===== src/rtl/fetch_pkg.sv =====
// Shared constants and the timing legality check for the fetch sequencer.
package fetch_pkg;

  localparam int ADDR_W_DEF     = 12;
  localparam int INST_W_DEF     = 16;
  localparam int CLK_DIV_DEF    = 16;
  localparam int MEM_LAT_DEF    = 1;
  localparam int STEP_CNT_W_DEF = 32;

  localparam logic [15:0] NOP = 16'h0000;

  // Capture must land strictly before the last phase so decode is settled at step time.
  function automatic bit timing_ok(input int clk_div, input int mem_lat);
    return (mem_lat >= 1) && (clk_div >= mem_lat + 2);
  endfunction

endpackage


===== src/rtl/fetch_sequencer_if.sv =====
// IRAM read port between the fetch sequencer (master) and instruction memory (slave).
interface fetch_sequencer_if #(
  parameter int ADDR_W = 12,
  parameter int INST_W = 16
);
  logic [ADDR_W-1:0] iram_addr;
  logic [INST_W-1:0] iram_dout;

  modport master (output iram_addr, input iram_dout);
  modport slave  (input iram_addr, output iram_dout);
endinterface


===== src/rtl/step_strobe_gen.sv =====
// Free-running phase counter 0..CLK_DIV-1 with last-phase and capture-phase flags.
module step_strobe_gen #(
  parameter int CLK_DIV = 16,
  parameter int MEM_LAT = 1
) (
  input  logic clk,
  input  logic reset,
  output logic cnt_last,
  output logic cnt_capture
);

  localparam int CNT_W = $clog2(CLK_DIV);

  logic [CNT_W-1:0] cnt;

  always_ff @(posedge clk) begin
    if (reset) begin
      cnt <= '0;
    end else if (cnt == CNT_W'(CLK_DIV - 1)) begin
      cnt <= '0;
    end else begin
      cnt <= cnt + CNT_W'(1);
    end
  end

  assign cnt_last    = (cnt == CNT_W'(CLK_DIV - 1));
  assign cnt_capture = (cnt == CNT_W'(MEM_LAT));

endmodule


===== src/rtl/fetch_sequencer.sv =====
// Single-clock instruction fetch: program counter, instruction register and step strobe.
module fetch_sequencer
  import fetch_pkg::*;
#(
  parameter int                ADDR_W     = ADDR_W_DEF,
  parameter int                INST_W     = INST_W_DEF,
  parameter int                CLK_DIV    = CLK_DIV_DEF,
  parameter int                MEM_LAT    = MEM_LAT_DEF,
  parameter logic [ADDR_W-1:0] RESET_ADDR = '0,
  parameter int                STEP_CNT_W = STEP_CNT_W_DEF
) (
  input  logic                  clk,
  input  logic                  reset,
  input  logic                  stall,
  input  logic                  jmp,
  input  logic [ADDR_W-1:0]     jmp_addr,
  input  logic                  no_inc,
  fetch_sequencer_if.master     iram,
  output logic [INST_W-1:0]     instruction,
  output logic                  inst_valid,
  output logic                  step_en,
  output logic [STEP_CNT_W-1:0] step_count
);

  generate
    if (!timing_ok(CLK_DIV, MEM_LAT)) begin : g_bad_timing
      $error("fetch_sequencer: CLK_DIV must be >= MEM_LAT+2 and MEM_LAT >= 1");
    end
  endgenerate

  logic              cnt_last;
  logic              cnt_capture;
  logic [ADDR_W-1:0] pc;

  step_strobe_gen #(
    .CLK_DIV (CLK_DIV),
    .MEM_LAT (MEM_LAT)
  ) u_strobe (
    .clk         (clk),
    .reset       (reset),
    .cnt_last    (cnt_last),
    .cnt_capture (cnt_capture)
  );

  assign iram.iram_addr = pc;
  assign step_en        = cnt_last && !stall && inst_valid;

  always_ff @(posedge clk) begin
    if (reset) begin
      pc          <= RESET_ADDR;
      instruction <= INST_W'(NOP);
      inst_valid  <= 1'b0;
      step_count  <= '0;
    end else begin
      if (step_en) begin
        if (jmp) begin
          pc <= jmp_addr;
        end else if (!no_inc) begin
          pc <= pc + ADDR_W'(1);
        end
        if (step_count != '1) begin
          step_count <= step_count + STEP_CNT_W'(1);
        end
      end
      // Capture and step phases never coincide, so the fetched word always matches pc.
      if (cnt_capture) begin
        instruction <= iram.iram_dout;
        inst_valid  <= 1'b1;
      end
    end
  end

endmodule


===== src/flat_wrapper.sv =====
// flat-port wrapper written by rule: the top's interface ports become plain ports
module fetch_sequencer_flat import fetch_pkg::*;
#(
  parameter int                ADDR_W     = ADDR_W_DEF,
  parameter int                INST_W     = INST_W_DEF,
  parameter int                CLK_DIV    = CLK_DIV_DEF,
  parameter int                MEM_LAT    = MEM_LAT_DEF,
  parameter logic [ADDR_W-1:0] RESET_ADDR = '0,
  parameter int                STEP_CNT_W = STEP_CNT_W_DEF
)
  (clk, reset, stall, jmp, jmp_addr, no_inc, instruction, inst_valid, step_en, step_count, iram_iram_addr, iram_iram_dout);
  fetch_sequencer_if #(.ADDR_W(ADDR_W), .INST_W(INST_W)) iram_i ();
  input  logic clk;
  input  logic reset;
  input  logic stall;
  input  logic jmp;
  input  logic [ADDR_W-1:0] jmp_addr;
  input  logic no_inc;
  output logic [INST_W-1:0] instruction;
  output logic inst_valid;
  output logic step_en;
  output logic [STEP_CNT_W-1:0] step_count;
  output wire logic [$bits(iram_i.iram_addr)-1:0] iram_iram_addr;
  input wire logic [$bits(iram_i.iram_dout)-1:0] iram_iram_dout;
  assign iram_iram_addr = iram_i.iram_addr;
  assign iram_i.iram_dout = iram_iram_dout;
  fetch_sequencer #(.ADDR_W(ADDR_W), .INST_W(INST_W), .CLK_DIV(CLK_DIV), .MEM_LAT(MEM_LAT), .RESET_ADDR(RESET_ADDR), .STEP_CNT_W(STEP_CNT_W)) u_core (.clk(clk), .reset(reset), .stall(stall), .jmp(jmp), .jmp_addr(jmp_addr), .no_inc(no_inc), .iram(iram_i), .instruction(instruction), .inst_valid(inst_valid), .step_en(step_en), .step_count(step_count));
endmodule

===== config.mk =====
export PLATFORM = sky130hd
export DESIGN_NAME = fetch_sequencer_flat
export DESIGN_NICKNAME = d
export VERILOG_FILES = /design/src/rtl/fetch_pkg.sv /design/src/rtl/fetch_sequencer_if.sv /design/src/rtl/step_strobe_gen.sv /design/src/rtl/fetch_sequencer.sv /design/src/flat_wrapper.sv
export SDC_FILE = /design/constraint.sdc
export NUM_CORES = 1
export LEC_CHECK = 0
export BUFFER_PORTS_ARGS = -buffer_cell sky130_fd_sc_hd__clkbuf_2
export CORE_MARGIN = 4
export CORE_UTILIZATION = 56
export CTS_CLUSTER_DIAMETER = 80
export DETAILED_ROUTE_END_ITERATION = 12
export GPL_TIMING_DRIVEN = 0
export PLACE_DENSITY_LB_ADDON = 0.3
export SETUP_SLACK_MARGIN = 0.05
export SLEW_MARGIN = 10
export SYNTH_ARGS = -nofsm -noshare
export SYNTH_HDL_FRONTEND = slang
export SYNTH_SLANG_ARGS = --single-unit
export TNS_END_PERCENT = 5

===== constraint.sdc =====
create_clock -name clk -period 6.8 [get_ports clk]
set_clock_uncertainty 0.1 [all_clocks]
set_input_delay 0.68 -clock clk [delete_from_list [all_inputs] [get_ports clk]]
set_output_delay 0.68 -clock clk [all_outputs]
set_load 0.02 [all_outputs]

== After elaboration in Yosys (flattened, before gate mapping) ==
Index checks and enable logic that the tools add are counted.

* Divide/modulo/power cells: 0
* $mul: 0
* Muxes and demuxes: 2
* Shifts and indexed selects: 0
* Add/sub/neg operators: 3
* Equal/unequal tests: 4
* $lt $le $gt $ge: 0
* Reductions and logical operators: 6
* Bitwise logic cells: 0

{| class="wikitable"
|+ Operators by type and width
! kind !! number
|-
| adder 32 x 1 -> 32 bit, second input constant || 1
|-
| inequality test 32 bit, second input constant || 1
|-
| 2-to-1 mux 12 bit || 2
|-
| adder 12 x 1 -> 12 bit, second input constant || 1
|-
| adder 4 x 1 -> 4 bit, second input constant || 1
|-
| == test 4 x 1 -> 1 bit, second input constant || 1
|-
| == test 4 bit, second input constant || 1
|-
| AND reduction 2 bit || 2
|-
| logical AND 1 bit || 2
|-
| inequality test 2 bit, second input constant || 1
|-
| OR reduction 2 bit || 1
|-
| zero test 1 bit || 1
|}

* Output and inout port bits: 62
* RAM bits: 0
* Bits of input ports: 33
* Bits in latches: 0
* Word-level logic and storage cells: 20
* Flip-flop bits (word level): 65
* Memories kept: 0
* Memory bits (read-only): 0

== Logic depth before layout (Yosys ltp) ==
* Depth after elaboration: 4
* Gate-level depth with buffers: 7

== Hierarchy ==
A second synthesis with hierarchy kept.

* Cells, all modules: 375
* Area total of the unflattened synthesis: 3165.5 µm²

{| class="wikitable"
|+ By module, submodules not included
! module !! seq. area each (µm²) !! times used !! cells each !! area each (µm²)
|-
| fetch_sequencer || 1221.2 || 1 || 356 || 2984.1
|-
| step_strobe_gen || 80.1 || 1 || 19 || 181.4
|}

== Worst setup path after synthesis ==
No wires, ideal clock.

* Kind: input to register
* Start point: input port stall
* End point: register u_core.step_count[15]
* Setup slack: 4513 ps
* Arrival time: 2067 ps
* Library setup time: 121 ps
* Cell stages on the path: 5
* Cells stage by stage: nand4b_1 nor4b_2 o21ai_1 nor3_1 mux2_2

* Longest elaborated chain between the ends: 4

{| class="wikitable"
|+ RTL lines
! element !! RTL line !! RTL
|-
| start, declared || flat_wrapper.sv:15 || <nowiki>input logic stall;</nowiki>
|-
| zero test 1 bit || fetch_sequencer.sv:46 || <nowiki>assign step_en = cnt_last && !stall && inst_valid;</nowiki>
|-
| logical AND 1 bit (2 in series) || fetch_sequencer.sv:46 ||
|-
| AND reduction 2 bit (no source line) || n/a ||
|-
| end signal, assigned || fetch_sequencer.sv:62 || <nowiki>step_count <= step_count + STEP_CNT_W'(1);</nowiki>
|-
| end, declared || fetch_sequencer.sv:22 || <nowiki>output logic [STEP_CNT_W-1:0] step_count</nowiki>
|}

Every way passes these cells.
A chain may end at the register's enable or synchronous reset.

== Final worst setup path ==
* Start point: register u_core.u_strobe.cnt[0]
* End point: register u_core.step_count[15]

* Longest elaborated chain between the ends: 4

{| class="wikitable"
|+ RTL lines
! element !! RTL line !! RTL
|-
| start, declared || step_strobe_gen.sv:14 || <nowiki>logic [CNT_W-1:0] cnt;</nowiki>
|-
| start signal, assigned || step_strobe_gen.sv:22 || <nowiki>cnt <= cnt + CNT_W'(1);</nowiki>
|-
| == test 4 bit || step_strobe_gen.sv:26 || <nowiki>assign cnt_last = (cnt == CNT_W'(CLK_DIV - 1));</nowiki>
|-
| logical AND 1 bit (2 in series) || fetch_sequencer.sv:46 ||
|-
| AND reduction 2 bit (no source line) || n/a ||
|}

Every way passes these cells.

==> out/qor.csv <==
metric,value,unit
status,"finished, final reports clean",
grt_overflow,0,
maxSlewViolCount,0,
hp-class,flip-flop to flip-flop,
ys_top_cells_by_count,"dfxtp_1 (65), nand2_1 (55), nor2_1 (39), a21oi_1 (31)",
whs_path_depth,2,
arrival,2.80,ns
crit_path_end_kind,flip-flop,
dr.max_layer_used,met4,
reg2regPathDepth,6,
cts-root-buf,clkbuf_8,
ant_nets,0,
path_max_fanout,9,
yosys.area.top_type_share,40.5,%
area.sequential,1300,um^2
synth.most_common_cell,dfxtp_1,
coreArea,5540,um^2
crit_type,flip-flop to flip-flop,
clk_latency,0.34,ns
wl_met2,4.15,mm
ctsHoldBuffers,0,
cts_setup_buffers,0,
cts_resized,0,
first_global_vias,3149,
start_util,58.0,%
syn_area,3210,um^2
power,828,uW
portBuffers,93,
clock.fmax,0.375,GHz
synth_area_per_cell,8.24,um^2
cp_data_required_time,6.93,ns
fin_crit_sh,39.2,%
fin_cells,569,
die_area,7010,um^2
powerDensity,208,nW/um^2
areaGrowthSynthToFinish,24.0,%
multi_input_area,1800,um^2
track_usage,25.0,%
numCtsBuffers,9,
start_kind,flip-flop,
grt_first_pass_wirelength,14.6,mm
syn_nets,427,
dp_hpwl,6.14,mm
wl_met1,3.52,mm
synthCells,390,
drt_iter0_drc,181,
num_vias,3227,
final_hold_viol_count,0,
gp_congestion,0.833,
vias_per_cell,5.67,
cap_violations,0,
synth-seq-cells,65,
worstMarginPinSlew,0.976,ns
synth_edf_count,0,
relSlewSlack,34.4,%
period_minus_slack,2.67,ns
fill_cells,457,
wl_met3,692,um
grt_setup_unrepaired,no,
cts_tree,built,
rows,27,
die_h,83.7,um
fin_nets,531,
drt-total-wl,8.52,mm
synth.distinct_cells,53,
peakVddDrop,0.151,mV
diodes,0,
setup_tns,0,ns
async_flop_share,0,%
yosys_warnings,0,
numClockSinks,65,
place_inst,555,
p_leak,1.57,nW
die-width,83.7,um
seq_area_frac_synth,40.5,%
clk_pin_slew,0.07,ns
synth_ff_type,dfxtp_1,
setup_viol,0,
yosys-top-cells-area,"dfxtp_1 (41%), nand2_1 (6.4%), a21oi_1 (4.8%)",
yosys.area.top_type,dfxtp_1,
grt_start_max_net_pins,11,
routedWlPerCell,15.0,um
drive_gt1_share,26.0,%
htree_levels,3,
grt_antenna_before_repair,0,
drcViolationCount,0,
num_io_pins,95,
clk_path_buf_depth,2,
firstDrtPassIters,5,
## worst max-delay path: stages (launching register included)
cell and delay (ns):
dfxtp_1 0.41, ha_1 0.28, nand4_1 0.17, nor4b_2 0.57
o21ai_1 0.38, nor3_1 0.29, mux2_2 0.36
## registers in the layout, summed over array words and instances (netlist names)
| signal | flops |
|---|---|
| u_core.step_count | 32 |
| u_core.u_strobe.cnt | 4 |
| u_core.instruction | 16 |
| u_core.iram.iram_addr | 12 |
| u_core.inst_valid | 1 |
## final timing paths
check	startpoint	to	slack (ns)
worst min register to register	u_core.instruction[8]	u_core.instruction[8]	0.35
worst max register to register	u_core.u_strobe.cnt[0]	u_core.step_count[15]	4.13
worst max-delay path	u_core.u_strobe.cnt[0]	u_core.step_count[15]	4.13
worst min-delay path	u_core.instruction[8]	u_core.instruction[8]	0.35
## layout make-up
class / count / share of cell area, %
clock buffer: 11 / 3.80
clock inverter: 3 / 1.63
buffer: 19 / 2.01
multi-input combinational: 297 / 45.1
inverter: 9 / 0.848
timing repair buffer: 93 / 11.7
tap: 72 / 2.26
sequential: 65 / 32.7
## power breakdown
part / total, mW / internal, mW / leakage (nW) / switching (mW)
clock network: 0.367 / 0.222 / 0.111 / 0.145
registers: 0.395 / 0.389 / 0.526 / 0.00544
logic: 0.0666 / 0.0243 / 0.928 / 0.0422
## kinds of logic after synthesis
family,count (synthesis),synth area share (%)
flops,65,40.5
mux,10,3.74
compound gates,82,16.3
simple gates,183,29.5
buf+inv,28,3.54
xor+xnor,18,4.91
fa+ha+maj,4,1.56
## routing by layer
layer | track usage, % | vias to the layer above
li1 | - | 1602
met1 | 31.0 | 1454
met2 | 41.6 | 152
met3 | 5.82 | 19
met4 | 10.4 | 0
met5 | 0 | -
## cells in the final DEF (no fill, tap or decap), types with 2 or more instances in the layout
cell type,netlist,routed
o211ai_1,4,4
o21ai_0,13,13
nand3_1,13,13
a211oi_2,2,2
xnor2_1,15,15
a21oi_1,31,31
bufinv_16,0,2
mux2_2,4,4
clkbuf_1,15,15
nor4_1,5,5
nor2b_1,10,10
or2_2,2,2
mux2i_1,3,3
or3_1,5,5
nand2b_1,8,8
o31ai_1,7,7
and2_1,2,2
nor3_1,10,10
a22oi_1,5,5
nand4b_1,3,3
inv_1,9,9
o21bai_1,3,3
and4_1,4,4
xor2_1,3,3
and3_1,6,6
nor2_1,39,39
buf_1,2,2
mux2_4,3,3
nand4_1,9,9
nand2_1,55,55
o41ai_1,2,2
a211oi_1,9,9
clkbuf_8,0,11
clkbuf_2,0,93
ha_1,4,4
dfxtp_1,65,65
## per-stage QoR
step	hold WS (ns)	cell area (um^2)	worst slack (ns)	util (%)
2_1_floorplan	0.381	3210	4.51	-
3_3_place_gp	0.341	3770	4.09	68.0
3_5_place_dp	0.348	3770	4.04	68.0
4_1_cts	0.357	3980	4.14	71.9
5_1_grt	0.387	3980	3.83	71.9
6_report	0.354	3980	4.13	71.9
(Power assumes the default switching activity.)
